### config.mk
export PLATFORM = sky130hd
export DESIGN_NAME = sram_memtest_seq
export DESIGN_NICKNAME = d
export VERILOG_FILES = /design/src/rtl/memtest_pkg.sv /design/src/rtl/memtest_lfsr.sv /design/src/rtl/sram_memtest_seq.sv
export SDC_FILE = /design/constraint.sdc
export NUM_CORES = 1
export LEC_CHECK = 0
export BUFFER_PORTS_ARGS = -buffer_cell sky130_fd_sc_hd__buf_4
export CAP_MARGIN = 20
export CORE_ASPECT_RATIO = 1.2
export CORE_MARGIN = 4
export CORE_UTILIZATION = 49
export DETAILED_ROUTE_END_ITERATION = 7
export PLACE_DENSITY = 0.75
export SLEW_MARGIN = 40
export SYNTH_ARGS = -nofsm -noshare
export SYNTH_HDL_FRONTEND = slang
export SYNTH_SLANG_ARGS = --single-unit
### constraint.sdc
create_clock -name input_clk -period 6.6 [get_ports input_clk]
set_input_delay 0.66 -clock input_clk [delete_from_list [all_inputs] [get_ports input_clk]]
set_output_delay 0.66 -clock input_clk [all_outputs]
set_load 0.005 [all_outputs]
### src/rtl/memtest_pkg.sv
// Shared definitions for the SRAM memory-test sequencer: state/pattern encodings,
// LFSR taps and the per-address test word.
package memtest_pkg;

    typedef enum logic [2:0] {
        StIdle   = 3'd0,
        StWr     = 3'd1,
        StRdReq  = 3'd2,
        StRdWait = 3'd3,
        StDone   = 3'd4
    } state_e;

    typedef enum logic [1:0] {
        PatAddr    = 2'd0,
        PatWalk    = 2'd1,
        PatLfsr    = 2'd2,
        PatInvAddr = 2'd3
    } pattern_e;

    localparam logic [15:0] LfsrDefaultSeed = 16'hACE1;
    // Right-shifting Fibonacci form of x^16+x^14+x^13+x^11+1: feedback from bits 0,2,3,5.
    localparam logic [15:0] LfsrTaps = 16'h002D;

    function automatic logic [15:0] pattern_word(input pattern_e pat, input logic [15:0] addr16,
                                                 input logic [15:0] lfsr);
        logic [15:0] word;
        unique case (pat)
            PatAddr:    word = addr16;
            PatWalk:    word = 16'h0001 << addr16[3:0];
            PatLfsr:    word = lfsr;
            PatInvAddr: word = ~addr16;
            default:    word = addr16;
        endcase
        return word;
    endfunction

endpackage

### src/rtl/memtest_lfsr.sv
// 16-bit Fibonacci LFSR used as the pseudo-random data source; load wins over step.
module memtest_lfsr
    import memtest_pkg::*;
(
    input  logic        clk,
    input  logic        rst_n,
    input  logic        load,
    input  logic        step,
    input  logic [15:0] seed,
    output logic [15:0] value
);

    logic [15:0] value_q;

    always_ff @(posedge clk or negedge rst_n) begin
        if (!rst_n) begin
            value_q <= '0;
        end else if (load) begin
            value_q <= seed;
        end else if (step) begin
            value_q <= {^(value_q & LfsrTaps), value_q[15:1]};
        end
    end

    assign value = value_q;

endmodule

### src/rtl/sram_memtest_seq.sv
// SRAM test sequencer: writes a pattern over an address range, reads it back and
// records the mismatch count plus the first failing location.
module sram_memtest_seq
    import memtest_pkg::*;
#(
    parameter int unsigned ADDR_W = 18,
    parameter int unsigned DATA_W = 16
) (
    input  logic              input_clk,
    input  logic              rst_n,
    input  logic              start,
    input  logic              abort,
    input  logic [ADDR_W-1:0] cfg_start_addr,
    input  logic [ADDR_W-1:0] cfg_end_addr,
    input  logic [1:0]        cfg_pattern,
    input  logic [15:0]       cfg_seed,
    output logic              mem_req,
    output logic              mem_we,
    output logic [ADDR_W-1:0] mem_addr,
    output logic [DATA_W-1:0] mem_wdata,
    input  logic              mem_ready,
    input  logic              mem_rvalid,
    input  logic [DATA_W-1:0] mem_rdata,
    output logic              busy,
    output logic              done,
    output logic              pass,
    output logic              cfg_err,
    output logic [15:0]       err_count,
    output logic [ADDR_W-1:0] fail_addr,
    output logic [DATA_W-1:0] fail_exp,
    output logic [DATA_W-1:0] fail_got
);

    state_e              state_q, state_d;
    logic [ADDR_W-1:0]   addr_q, addr_d, start_addr_q, end_addr_q, fail_addr_q;
    pattern_e            pattern_q;
    logic [15:0]         seed_q, err_count_q, err_count_d;
    logic [DATA_W-1:0]   fail_exp_q, fail_got_q;
    logic                cfg_err_q, cfg_err_d, aborted_q, aborted_d, abort_pend_q, abort_pend_d;
    logic                launch, fail_capture, lfsr_load, lfsr_step, at_end;
    logic [15:0]         lfsr_seed, lfsr_value, launch_seed, expected, addr16;

    assign launch_seed = (cfg_seed == 16'h0000) ? LfsrDefaultSeed : cfg_seed;
    assign at_end      = (addr_q == end_addr_q);
    assign addr16      = 16'(addr_q);
    assign expected    = pattern_word(pattern_q, addr16, lfsr_value);

    memtest_lfsr u_lfsr (
        .clk   (input_clk),
        .rst_n (rst_n),
        .load  (lfsr_load),
        .step  (lfsr_step),
        .seed  (lfsr_seed),
        .value (lfsr_value)
    );

    always_comb begin
        state_d      = state_q;
        addr_d       = addr_q;
        err_count_d  = err_count_q;
        cfg_err_d    = cfg_err_q;
        aborted_d    = aborted_q;
        abort_pend_d = abort_pend_q;
        launch       = 1'b0;
        fail_capture = 1'b0;
        lfsr_load    = 1'b0;
        lfsr_step    = 1'b0;
        lfsr_seed    = seed_q;
        mem_req      = 1'b0;
        mem_we       = 1'b0;
        unique case (state_q)
            StIdle, StDone: begin
                if (start) begin
                    launch       = 1'b1;
                    lfsr_load    = 1'b1;
                    lfsr_seed    = launch_seed;
                    addr_d       = cfg_start_addr;
                    err_count_d  = '0;
                    aborted_d    = 1'b0;
                    abort_pend_d = 1'b0;
                    cfg_err_d    = (cfg_end_addr < cfg_start_addr);
                    state_d      = cfg_err_d ? StDone : StWr;
                end
            end
            StWr: begin
                mem_req = 1'b1;
                mem_we  = 1'b1;
                if (mem_ready) begin
                    if (at_end) begin
                        addr_d    = start_addr_q;
                        lfsr_load = 1'b1;
                        state_d   = StRdReq;
                    end else begin
                        addr_d    = addr_q + 1'b1;
                        lfsr_step = 1'b1;
                    end
                end
                if (abort) begin
                    aborted_d = 1'b1;
                    state_d   = StDone;
                end
            end
            StRdReq: begin
                mem_req = 1'b1;
                // An accepted read must still be drained, so abort is deferred to RD_WAIT.
                if (mem_ready) begin
                    state_d      = StRdWait;
                    abort_pend_d = abort;
                end else if (abort) begin
                    aborted_d = 1'b1;
                    state_d   = StDone;
                end
            end
            StRdWait: begin
                if (abort) abort_pend_d = 1'b1;
                if (mem_rvalid) begin
                    if (abort || abort_pend_q) begin
                        aborted_d = 1'b1;
                        state_d   = StDone;
                    end else begin
                        if (mem_rdata != expected) begin
                            err_count_d  = (err_count_q == 16'hFFFF) ? err_count_q
                                                                     : err_count_q + 16'd1;
                            fail_capture = (err_count_q == 16'h0000);
                        end
                        if (at_end) begin
                            state_d = StDone;
                        end else begin
                            addr_d    = addr_q + 1'b1;
                            lfsr_step = 1'b1;
                            state_d   = StRdReq;
                        end
                    end
                end
            end
            default: state_d = StIdle;
        endcase
    end

    always_ff @(posedge input_clk or negedge rst_n) begin
        if (!rst_n) begin
            state_q      <= StIdle;
            addr_q       <= '0;
            start_addr_q <= '0;
            end_addr_q   <= '0;
            pattern_q    <= PatAddr;
            seed_q       <= '0;
            err_count_q  <= '0;
            cfg_err_q    <= 1'b0;
            aborted_q    <= 1'b0;
            abort_pend_q <= 1'b0;
            fail_addr_q  <= '0;
            fail_exp_q   <= '0;
            fail_got_q   <= '0;
        end else begin
            state_q      <= state_d;
            addr_q       <= addr_d;
            err_count_q  <= err_count_d;
            cfg_err_q    <= cfg_err_d;
            aborted_q    <= aborted_d;
            abort_pend_q <= abort_pend_d;
            if (launch) begin
                start_addr_q <= cfg_start_addr;
                end_addr_q   <= cfg_end_addr;
                pattern_q    <= pattern_e'(cfg_pattern);
                seed_q       <= launch_seed;
                fail_addr_q  <= '0;
                fail_exp_q   <= '0;
                fail_got_q   <= '0;
            end else if (fail_capture) begin
                fail_addr_q <= addr_q;
                fail_exp_q  <= expected;
                fail_got_q  <= mem_rdata;
            end
        end
    end

    assign mem_addr  = addr_q;
    assign mem_wdata = (state_q == StWr) ? expected : '0;
    assign busy      = (state_q == StWr) || (state_q == StRdReq) || (state_q == StRdWait);
    assign done      = (state_q == StDone);
    assign pass      = done && (err_count_q == 16'h0000) && !cfg_err_q && !aborted_q;
    assign cfg_err   = cfg_err_q;
    assign err_count = err_count_q;
    assign fail_addr = fail_addr_q;
    assign fail_exp  = fail_exp_q;
    assign fail_got  = fail_got_q;

endmodule

Word-level counts from Yosys, hierarchy flattened
Cells that the tools add are included.
Operators by class
  bitwise logic cells: 1
  muxes and demuxes: 62
  add/sub/neg operators: 2
  reduce and logical (&&, ||, !) cells: 27
  shift-type cells: 1
  order comparisons: 1
  equality and inequality tests: 24
Operators with widths (number)
  16-bit 2-to-1 mux: 15
  18-bit 2-to-1 mux: 8
  16-bit one-hot mux with 4 select lines: 1
  18-bit one-hot mux with 3 select lines: 1
  16-bit logical NOT: 2
  16-bit one-hot mux with 2 select lines: 1
  3-bit 2-to-1 mux: 10
  2-bit != test (second input constant): 11
  1-bit 2-to-1 mux: 21
  18-bit by 1-bit adder with 18-bit output (second input constant): 1
  18-bit equality test: 1
  18-bit < comparator: 1
  16-bit by 1-bit adder with 16-bit output (second input constant): 1
  16-bit equality test (second input constant): 1
  16-bit != test: 1
  16-bit inverter: 1
  16-bit parity: 1
  1-bit by 4-bit left shift with 16-bit output (first input constant): 1
  3-bit one-hot mux with 4 select lines: 1
  6-bit AND reduction: 2
  5-bit AND reduction: 2
  3-bit != test (second input constant): 3
  3-bit by 2-bit equality test with 1-bit output (second input constant): 2
  2-bit nonzero test: 3
  other kinds (17): 26
Word-level totals
  register bits after elaboration: 160
  logic and storage cells: 132
  input port bits: 76
  output and inout bits: 106

Depth between registers and ports, before layout
Gate-level depths: netlist (run 1).
  word-level depth: 9
  gate-level depth with buffers: 13
  gate-level depth less buffers: 10

By module
Synthesis (run 1) repeated with hierarchy kept, for this count alone.
Second synthesis, totals
  cells, all modules: 1062
  area, all modules: 9539.1 µm²
By module, submodules not included
  sram_memtest_seq: instances 1, cells each 989, area each 8757.1 µm², sequential area each 3603.5 µm²
  memtest_lfsr: instances 1, cells each 73, area each 782.0 µm², sequential area each 400.4 µm²

Worst setup path after synthesis (run 1)
No wires, ideal clock.
  path kind: input-to-reg
  from: input port mem_addr[1]
  to: register fail_addr_q[0] (netlist: fail_addr[0])
  path buffers: 3
  path slack: 3.781 ns
  data arrival time: 2.740 ns
  stages on the path: 13
  data required time: 6.521 ns
  setup time: 0.079 ns
  cells stage by stage: dfrtp_1 -> clkbuf_1 -> inv_1 -> ha_1 -> o2111a_1 -> o21a_1 -> nor4b_1 -> nand4_1 -> nor4_2 -> or3_1 -> buf_6 -> buf_8 -> mux2i_1
On the way
  cells in the longest elaborated chain, start to end: 8
  elaborated cells on any way between the ends: 9
  those cells by class: eq/ne (1); shift (1); mux (5); bitwise (1); reduce/logical (1)
Ends and longest elaborated chain
  start: declaration: line sram_memtest_seq.sv:19  | output logic [ADDR_W-1:0] mem_addr,
  1-bit by 4-bit left shift with 16-bit output / 16-bit inverter (equally long branches): line memtest_pkg.sv:29, memtest_pkg.sv:31
  16-bit one-hot mux with 4 select lines *: line memtest_pkg.sv:27  | unique case (pat)
  16-bit != test *: line sram_memtest_seq.sv:121  | if (mem_rdata != expected) begin
  1-bit 2-to-1 mux *: line sram_memtest_seq.sv:121
  1-bit 2-to-1 mux *: line sram_memtest_seq.sv:117  | if (abort || abort_pend_q) begin
  1-bit 2-to-1 mux *: line sram_memtest_seq.sv:116  | if (mem_rvalid) begin
  1-bit 2-to-1 mux *: line sram_memtest_seq.sv:71  | unique case (state_q)
  2-bit nonzero test (no line) *
  end signal: assignment: line sram_memtest_seq.sv:171  | fail_addr_q <= addr_q;
  end: declaration: line sram_memtest_seq.sv:35  | logic [ADDR_W-1:0] addr_q, addr_d, start_addr_q, end_addr_q, fail_addr_q;
Mark *: on every way between the ends. The rest lies on a longest branch, timed or not.
A chain may end at the register's enable or synchronous reset.

Worst setup path in the final report (run 1)
  from: input port pattern_q[0]
  to: register fail_got_q[13] (netlist: fail_got[13])
On the way
  cells in the longest elaborated chain, start to end: 8
  elaborated cells on any way between the ends: 11
  those cells by class: eq/ne (4); mux (5); reduce/logical (2)
Ends and longest elaborated chain
  start: declaration: line sram_memtest_seq.sv:36  | pattern_e pattern_q;
  2-bit equality test, or another cell as far along: line memtest_pkg.sv:27
  16-bit one-hot mux with 4 select lines *: line memtest_pkg.sv:27
  16-bit != test *: line sram_memtest_seq.sv:121
  1-bit 2-to-1 mux *: line sram_memtest_seq.sv:121
  1-bit 2-to-1 mux *: line sram_memtest_seq.sv:117
  1-bit 2-to-1 mux *: line sram_memtest_seq.sv:116
  1-bit 2-to-1 mux *: line sram_memtest_seq.sv:71
  2-bit nonzero test (no line) *
  end signal: assignment: line sram_memtest_seq.sv:173  | fail_got_q <= mem_rdata;
  end: declaration: line sram_memtest_seq.sv:38  | logic [DATA_W-1:0] fail_exp_q, fail_got_q;
Marks and branches as above.

==> results of run 1 <==
## per-layer routing
layer  GRT usage  vias up  wire (um)
met5           0        -          0
met4      0.0889        0        755
met3      0.0432       54       1710
met2       0.427      355      13600
met1       0.346     4060      11800
li1            -     4042          -
## stage by stage
step                       util  setup slack [ns]
after floorplan               -              3.78
after global placement    0.572              2.27
after detailed placement  0.573              2.23
after CTS                 0.607              2.19
after global routing      0.608              2.04
final                     0.608              2.42
## flip-flops by register name (all words and copies together) (netlist names), 18 cells and up
signal	count
end_addr_q	18
mem_addr	18
start_addr_q	18
fail_addr	18
## worst max-delay path, delay by kind of cell (launching register included)
family                 cells  cell delay, ns
AND/OR/NAND/NOR            4            1.41
buffers and inverters      3            1.04
flip-flops                 1            0.73
AO/OA/AOI/OAI              3            0.66
multiplexers               1            0.21
## area by class of cell
cell class,count,area [um2],share of cell area
multi-input combinational,779,4860,0.422
sequential,160,4000,0.348
timing repair buffer,191,1460,0.127
clock buffer,20,447,0.0388
tap,256,320,0.0278
inverter,62,233,0.0202
clock inverter,10,185,0.0161
## synth_stat cells (9+ instances only)
library cell  number  area [um2]
nor2_1            55         206
o211ai_1          12        90.1
dfrtp_1          160        4000
o21ai_0           75         375
clkbuf_1          43         161
nor4_1            13        81.3
a211oi_1          14         105
nand4_1           16         100
ha_1              25         313
inv_1             60         225
mux2i_1           71         711
nand2b_1          19         119
nor2b_1           13        81.3
buf_2             14        70.1
a31oi_1           15        93.8
nand3_1           21         105
a21oi_1           24         120
nand2_1          207         777
xnor2_1           27         236
o22a_1             9        78.8
nor3_1            23         115
## report_power, final
part	leakage [nW]	switching, mW	internal [mW]
clock	0.306	0.405	0.678
sequential	2.07	0.382	1.19
combinational	3.39	0.842	0.627
## logic make-up after synthesis
group                    count (synthesis)
AO/OA/AOI/OAI                          237
XOR/XNOR                                32
adder cells (fa/ha/maj)                 25
buffers and inverters                  136
flip-flops                             160
multiplexers                            73
AND/OR/NAND/NOR                        412
## how the worst min path moves through the flow
stage                                  from                      endpoint  slack, ns  cells after the start
2_1_floorplan                         rst_n      abort_pend_q$_DFFE_PN0P_       0.36                      0
3_3_place_gp   start_addr_q[17]$_DFFE_PN0P_  start_addr_q[17]$_DFFE_PN0P_       0.46                      2
3_5_place_dp          seed_q[2]$_DFFE_PN0P_         seed_q[2]$_DFFE_PN0P_       0.47                      2
4_1_cts                               rst_n        seed_q[13]$_DFFE_PN0P_       0.31                      1
5_1_grt                               rst_n         seed_q[4]$_DFFE_PN0P_       0.11                      1
6_report                              rst_n         seed_q[4]$_DFFE_PN0P_       0.09                      1
==> impl_metrics.ini, run 1 <==
[outcome]
status = finished clean

[critical_path]
critPathMaxFanout = 31
worst_path_most_repeated_cell = buf_4
slowest_stage = dfrtp_1
startpoint = pattern_q[0]$_DFFE_PN0P_
regToRegEndpoint = fail_got[13]$_DFFE_PN0P_
cp.required_ns = 6.94
reg2reg_depth = 11
endpoint = fail_got[13]$_DFFE_PN0P_
reg2reg_slack_ns = 2.42
critical_path.max_stage_delay_ns = 0.73
critPathLaunchType = flop
crit_type = flop to flop
timing.rr.start = pattern_q[0]$_DFFE_PN0P_
critPathCaptureType = flop
crit_arrival_ns = 4.52
cp_cell_sequence = buf_4 > and4bb_1 > a221oi_1 > a221o_1 > a2111oi_2 > nand4_1 > nor4_4 > buf_4 > or3_4 > buf_4 > mux2i_1

[clock_network]
cts_max_path_buffers = 2
cts-root-buf = clkbuf_16
cts-resized-gates = 0
clk_pin_slew_ns = 0.06
worstSkewPairLatency_ns = 0.43
cts_hold_buf = 0
cts_tree = done
clkSinkCount = 160
cts_made_buffers = 17
cts_post_setup_buffers_inserted = 0
htreeDepth = 4

[yosys]
ys_ff_latch = 160
synthXorXnorAreaFrac = 0.0297
synth_edf_count = 0
async_reset_ff_frac = 1.00
yosys-mux-area-fraction = 0.0776
synth_adder_area_share = 0.0331
synth_fp_nets = 1176
avgSynthCellArea_um2 = 8.79
netlist_instances = 1075
syn-cell-area_um2 = 9450
synth_top_family_by_area = simple AND/OR/NAND/NOR gates
synthDistinctLibCells = 71
synth_flop_cell = dfrtp_1
ys_seq_area_frac = 0.424
synthSimpleGateAreaFrac = 0.201
ys_warn_count = 0
synth_compound_area_frac = 0.169

[power_and_ir_drop]
power.leakage_nw = 5.77
power_density_nw_per_um2 = 358
max-vdd-ir-drop_mv = 0.218
total_power_mw = 4.12

[detailed_routing]
routed-via-count = 8511
viasPerCell = 5.76
drtPass1Iterations = 5
ant_nets = 0
avgRoutedWirePerCell_um = 18.9
routed_wl_mm = 27.9
drtIter0Drc = 865
route.detailed.drc = 0

[global_route]
grt_first_pass_wirelength_mm = 44.9
antenna_found_initial = 0
grt.overflow.total = 0
grt_pass1_vias = 8401
grtUsageTotal = 0.259
grt_max_degree = 104

[finish]
fin_area_um2 = 11500
mostFrequentLayoutCells = nand2_1, buf_4, dfrtp_1
num_antenna_cells = 0
nFillCells = 1663
instances_no_fill = 1478
nets = 1312
final_common_cell = nand2_1
syn_to_final_growth_pct = 21.9
drive_gt1_frac = 0.196

[sta]
drv_slew = 0
finalHoldViolCount = 0
relSlewSlack = 0.465
fin_skew_ns = 0.0115
post-route-period-util = 0.633
fin_crit_ns = 4.18
tightest_slew_ns = 0.802
holdWs_ns = 0.0942
setup_viol = 0
setup_tns_ns = 0
fmax_ghz = 0.239
rsz0062_at_grt = false

[die]
initial_core_util = 0.499
die_h_um = 160
chipWidth_um = 135
ioPinCount = 182
die-area_um2 = 21600
coreArea_um2 = 18900
rows = 55

[placed_design]
placedInstanceArea_um2 = 10900
dp.cells = 1447
io_buffers = 181
dp_hpwl_mm = 20.4
gp_congestion = 0.903

[hold_path]
hold_class = primary input to asynchronous set/reset pin

[run]
max_cap_violations = 0
(Power assumes the default switching activity.)
==> inputs of run 2 (changes only) <==
--- a/config.mk
+++ b/config.mk
@@ -5,13 +5,14 @@
 export SDC_FILE = /design/constraint.sdc
 export NUM_CORES = 1
 export LEC_CHECK = 0
+export ABC_AREA = 1
 export BUFFER_PORTS_ARGS = -buffer_cell sky130_fd_sc_hd__buf_4
 export CAP_MARGIN = 20
 export CORE_ASPECT_RATIO = 1.2
 export CORE_MARGIN = 4
 export CORE_UTILIZATION = 49
 export DETAILED_ROUTE_END_ITERATION = 7
-export PLACE_DENSITY = 0.75
+export PLACE_DENSITY = 0.77
 export SLEW_MARGIN = 40
 export SYNTH_ARGS = -nofsm -noshare
 export SYNTH_HDL_FRONTEND = slang
==> constraint.sdc (replaced) <==
create_clock -name input_clk -period 3.4 [get_ports input_clk]
set_input_delay 0.34 -clock input_clk [delete_from_list [all_inputs] [get_ports input_clk]]
set_output_delay 0.34 -clock input_clk [all_outputs]
set_load 0.005 [all_outputs]
==> run 2 against run 1 <==
Net effect: count of clock-buffer cells in the layout up 2; via count up 14%; maximum frequency increased by 39%; clock skew down 0.0027 ns; register-to-register slack lost 2.0 ns; non-clock buffer count grew 13; sequential share of layout area is 1.6 points lower; clock power is 92% higher; largest power group is now combinational logic.
==> impl_metrics.ini, run 2 <==
[clock_network]
cts_tree = done
clkSinkCount = 160
cts-root-buf = clkbuf_16
cts_max_path_buffers = 2
clk_pin_slew_ns = 0.06
worstSkewPairLatency_ns = 0.42
cts_made_buffers = 17
cts_post_setup_buffers_inserted = 0
htreeDepth = 4

[detailed_routing]
drtPass1Iterations = 5
ant_nets = 0
viasPerCell = 5.40
avgRoutedWirePerCell_um = 16.8
routed_wl_mm = 30.1
route.detailed.drc = 0
drtIter0Drc = 755
routed-via-count = 9686

[yosys]
avgSynthCellArea_um2 = 7.25
async_reset_ff_frac = 1.00
yosys.area.top_type = dfrtp_1
synth_flop_cell = dfrtp_1
synthDistinctLibCells = 43
synth.area.top_cells = dfrtp_1, nand2_1, nand3_1
synthTopCellsByCount = nand2_1, inv_1, dfrtp_1
synth_fp_nets = 1462
ys_ff_latch = 160
yosysMostFrequentCell = nand2_1
ys_seq_area_frac = 0.406
netlist_instances = 1361
ys_warn_count = 0
synth_edf_count = 0
syn-cell-area_um2 = 9860
yosys.area.top_type_share = 0.406

[critical_path]
critPathMaxFanout = 68
reg2reg_slack_ns = 0.40
critical_path.max_stage_delay_ns = 0.80
regToRegEndpoint = fail_exp[2]$_DFFE_PN0P_
worst_path_most_repeated_cell = nand2_1
crit_type = flop to flop
timing.rr.start = pattern_q[0]$_DFFE_PN0P_
critPathLaunchType = flop
critPathCaptureType = flop
crit_arrival_ns = 3.33
slowest_stage = dfrtp_1
startpoint = pattern_q[0]$_DFFE_PN0P_
endpoint = fail_exp[2]$_DFFE_PN0P_
cp.required_ns = 3.73
reg2reg_depth = 15
cp_cell_sequence = inv_2 > nor2_1 > nand2_1 > nand2_1 > nand2_1 > nand2_1 > nand3_1 > nor2_1 > nand2_1 > nor2_1 > nand2_2 > nand2_4 > buf_12 > nand3_1 > o21ai_0

[finish]
fin_area_um2 = 12100
nets = 1622
num_antenna_cells = 0
final_common_cell = nand2_1
drive_gt1_frac = 0.198
syn_to_final_growth_pct = 22.5
mostFrequentLayoutCells = nand2_1, buf_4, inv_1
post-route-util = 0.614

[hold_path]
hold_class = primary input to flop

[sta]
drv_slew = 0
fmax_ghz = 0.334
setup_tns_ns = 0
fin_skew_ns = 0.00881
setup_viol = 0
finalHoldViolCount = 0
tightest_slew_ns = 0.718
relSlewSlack = 0.521
post-route-period-util = 0.881
rsz0062_at_grt = false
fin_crit_ns = 3.00

[power_and_ir_drop]
power_density_nw_per_um2 = 766
max-vdd-ir-drop_mv = 0.357
power.leakage_nw = 6.27
total_power_mw = 9.26

[die]
die-area_um2 = 22500
chipWidth_um = 138
coreArea_um2 = 19700
die_h_um = 163
ioPinCount = 182
rows = 56
initial_core_util = 0.501

[placed_design]
io_buffers = 181
dp_hpwl_mm = 22.5
placedInstanceArea_um2 = 11400
gp_congestion = 0.961

[global_route]
grt_max_degree = 70
grt.overflow.total = 0
grtUsageTotal = 0.267
grt_first_pass_wirelength_mm = 47.2
antenna_found_initial = 0
grt_pass1_vias = 9286

[run]
max_cap_violations = 0

[outcome]
status = finished clean
==> run 2: changes by cell type after synthesis, sizes merged, moves of 13 or more <==
cell	delta
nand2	+157
xnor2	-17
clkbuf	-18
mux2i	-71
nor2	+86
inv	+107
o21ai	+37
nand2b	-19
nor2b	-13
nand3	+150
nand4	+17
==> run 2: kinds of logic after synthesis <==
kind of cell    share of synthesized area
buf+inv                            0.0992
fa+ha+maj                          0.0317
flops                               0.406
simple gates                        0.335
xor+xnor                           0.0231
compound gates                      0.105
==> run 2: worst min-delay path by stage <==
stage / start / to / cells past startpoint
global route: cfg_pattern[1] / pattern_q[1]$_DFFE_PN0P_ / 3
detailed placement: rst_n / fail_exp[8]$_DFFE_PN0P_ / 1
finish: cfg_end_addr[11] / end_addr_q[11]$_DFFE_PN0P_ / 3
global placement: start_addr_q[0]$_DFFE_PN0P_ / start_addr_q[0]$_DFFE_PN0P_ / 2
floorplan: rst_n / abort_pend_q$_DFFE_PN0P_ / 0
CTS: cfg_end_addr[11] / end_addr_q[11]$_DFFE_PN0P_ / 3
==> run 2: power by group <==
| part | switching [mW] | internal [mW] |
|---|---|---|
| registers | 0.590 | 2.47 |
| logic | 2.68 | 1.45 |
| clock network | 0.784 | 1.28 |
| total | 4.05 | 5.21 |
==> run 2: final cells by class <==
| type | count | area (um2) |
|---|---|---|
| Timing Repair Buffer | 204 | 1600 |
| Inverter | 170 | 639 |
| Sequential cell | 160 | 4000 |
| Clock buffer | 22 | 474 |
| Tap cell | 261 | 327 |
| Fill cell | 1774 | 7600 |
| Multi-Input combinational cell | 968 | 4890 |
| Clock inverter | 9 | 156 |
==> run 2: per-stage QoR <==
step	std cells	setup slack [ns]	hold slack (ns)
after global routing	1794	0.116	0.137
after global placement	1761	0.460	0.455
after floorplan	1361	1.21	0.0444
after detailed placement	1762	0.458	0.251
final	1794	0.404	0.126
after CTS	1794	0.421	0.121
==> run 2: routing by layer <==
layer  routed length, um  track usage  share of wire
met2               14300        0.432           0.47
met4                1090        0.113          0.036
met1               12300        0.346           0.41
met5                   0            0              0
met3                2450       0.0539          0.081
==> run 2: worst max-delay path: cells and delay by family (launching register included) <==
| family | cells | cell delay [ns] |
|---|---|---|
| compound gates | 1 | 0.11 |
| buf+inv | 2 | 0.55 |
| flops | 1 | 0.80 |
| simple gates | 12 | 1.43 |
==> run 2: repair_timing <==
action,in CTS,in global routing
hold buffers,1,0
resized for setup,0,0
endpoints found under the hold margin,31,0
==> inputs of run 3 (changes only) <==
==> constraint.sdc (replaced) <==
create_clock -name input_clk -period 2.55 [get_ports input_clk]
set_input_delay 0.255 -clock input_clk [delete_from_list [all_inputs] [get_ports input_clk]]
set_output_delay 0.255 -clock input_clk [all_outputs]
set_load 0.005 [all_outputs]
==> run 3 against run 2 <==
Net effect: global-route usage increased by 0.59 points; critical path depth up 1; sequential power rose by 26%; count of clock-buffer cells in the layout is 1 lower; setup slack got worse by 0.38 ns; maximum frequency increased by 19%; non-clock buffer count grew 50; critical path type unchanged; critical endpoint unchanged; largest power group unchanged; highest routed layer unchanged.
==> impl_metrics.ini, run 3 (synthesis gave the netlist of run 2 again) <==
[power_and_ir_drop]
p_switching_mw = 5.62
max-vdd-ir-drop_mv = 0.635
power_frac_clock = 0.203
total_power_mw = 12.8
p_sw_frac = 0.438
seq_power_share = 0.301
power_density_nw_per_um2 = 1010
power.leakage_nw = 6.60
internal-power_mw = 7.21
pwr-share-comb = 0.496

[finish]
nets = 1676
drive_gt1_frac = 0.236
mostFrequentLayoutCells = nand2_1, buf_4, inv_1
num_antenna_cells = 0
fin_area_um2 = 12700
final_common_cell = nand2_1
syn_to_final_growth_pct = 28.8
instances_no_fill = 1848

[critical_path]
reg2reg_slack_ns = 0.03
reg2reg_depth = 16
critPathMaxFanout = 9
critPathLaunchType = flop
crit_type = flop to flop
critPathCaptureType = flop
regToRegEndpoint = fail_exp[2]$_DFFE_PN0P_
timing.rr.start = mem_addr[0]$_DFFE_PN0P_
crit_arrival_ns = 2.87
cp.required_ns = 2.89

[global_route]
grt_first_pass_wirelength_mm = 48.2
grt.overflow.total = 0
grt_max_degree = 86
antenna_found_initial = 0
grt_pass1_vias = 9242
grtUsageTotal = 0.272

[detailed_routing]
avgRoutedWirePerCell_um = 17.2
drtIter0Drc = 1082
route.detailed.drc = 0
routed_wl_mm = 31.8
drtPass1Iterations = 6
viasPerCell = 5.46
routed-via-count = 10100
ant_nets = 0

[clock_network]
htreeDepth = 4
cts-root-buf = clkbuf_16
cts_made_buffers = 17
cts_max_path_buffers = 2
worstSkewPairLatency_ns = 0.43
clk_pin_slew_ns = 0.06
clkSinkCount = 160
cts_tree = done

[die]
coreArea_um2 = 19700
rows = 56
die-area_um2 = 22500
chipWidth_um = 138
die_h_um = 163
initial_core_util = 0.501
ioPinCount = 182

[outcome]
status = finished clean

[sta]
relSlewSlack = 0.614
tightest_slew_ns = 0.578
setup_viol = 0
holdWs_ns = 0.0406
fin_skew_ns = 0.00977
rsz0062_at_grt = true
fmax_ghz = 0.396
drv_slew = 0
finalHoldViolCount = 0
post-route-period-util = 0.989
fin_crit_ns = 2.52
setup_tns_ns = 0

[hold_path]
hold_class = primary input to flop
hold_depth = 3
min_to = end_addr_q[17]$_DFFE_PN0P_
hold_path.startpoint = cfg_end_addr[17]

[placed_design]
placedInstanceArea_um2 = 11700
dp_hpwl_mm = 22.6
io_buffers = 181
dp.cells = 1799
gp_congestion = 0.938

[run]
max_cap_violations = 0
[run 3: changes by cell type in the layout (fill, tap and decap cells not counted), sizes merged]
cell / delta
nand2: +4
bufinv: -1
clkinvlp: -1
inv: +1
clkbuf: +3
buf: +46
clkinv: +2
[run 3: what timing repair did]
item                                   CTS  global route
resized for setup                        1            41
pin swaps                                0             7
setup buffers                            0             5
setup endpoints to repair                8            97
gates cloned                             0            12
endpoints found under the hold margin  160             0
hold buffers                             1             0
[run 3: final cells by class]
type	instances	area [um2]
inverters	170	642
clock buffers	21	440
repair buffers	254	2100
well taps	261	327
fillers	1689	6980
clock inverters	10	138
multi-input cells	972	5050
flip-flops and latches	160	4010
[run 3: how the worst max path moves through the flow]
stage / from / endpoint / slack [ns] / cells past startpoint
final: mem_addr[0]$_DFFE_PN0P_ / fail_exp[2]$_DFFE_PN0P_ / 0.03 / 16
after global placement: mem_addr[1]$_DFFE_PN0P_ / err_count[3]$_DFFE_PN0P_ / 0.04 / 17
after detailed placement: mem_addr[1]$_DFFE_PN0P_ / err_count[6]$_DFFE_PN0P_ / -0.01 / 17
after floorplan: mem_addr[2]$_DFFE_PN0P_ / err_count[14]$_DFFE_PN0P_ / 0.36 / 18
after global routing: mem_addr[0]$_DFFE_PN0P_ / fail_exp[2]$_DFFE_PN0P_ / -0.13 / 16
after CTS: mem_addr[1]$_DFFE_PN0P_ / fail_addr[16]$_DFFE_PN0P_ / -0.02 / 16
[run 3: critical path: stages (launching register included)]
cell	delay, ns
dfrtp_1	0.42
ha_4	0.18
ha_1	0.17
nand2_1	0.06
a21o_1	0.16
nand2_1	0.16
nand2_2	0.11
nand2_1	0.07
nand2_1	0.06
nor2_1	0.14
nand2_1	0.10
nor2_2	0.14
nand2_4	0.14
nand2_8	0.17
clkbuf_16	0.18
nand3_1	0.06
o21ai_0	0.09
[run 3: power by group through the flow]
stage	combinational [mW]	clock (mW)	sequential, mW
after floorplan	3.76	0	3.79
after global placement	5.97	0	3.85
after detailed placement	6.05	0	3.89
after CTS	6.11	2.61	3.85
after global routing	7.06	2.73	3.94
final	6.37	2.60	3.86
[run 3: per-layer routing]
layer / share of wire / vias to the layer above / global-route usage
li1: - / 4838 / -
met1: 0.41 / 4677 / 0.370
met2: 0.47 / 488 / 0.435
met3: 0.085 / 82 / 0.0462
met4: 0.034 / 0 / 0.106
met5: 0 / - / 0
[run 3: stage by stage]
| stage | util | worst slack (ns) |
|---|---|---|
| floorplan | - | 0.362 |
| global placement | 0.596 | 0.0369 |
| detailed placement | 0.596 | -0.0102 |
| CTS | 0.626 | -0.0193 |
| global route | 0.645 | -0.134 |
| finish | 0.645 | 0.0274 |
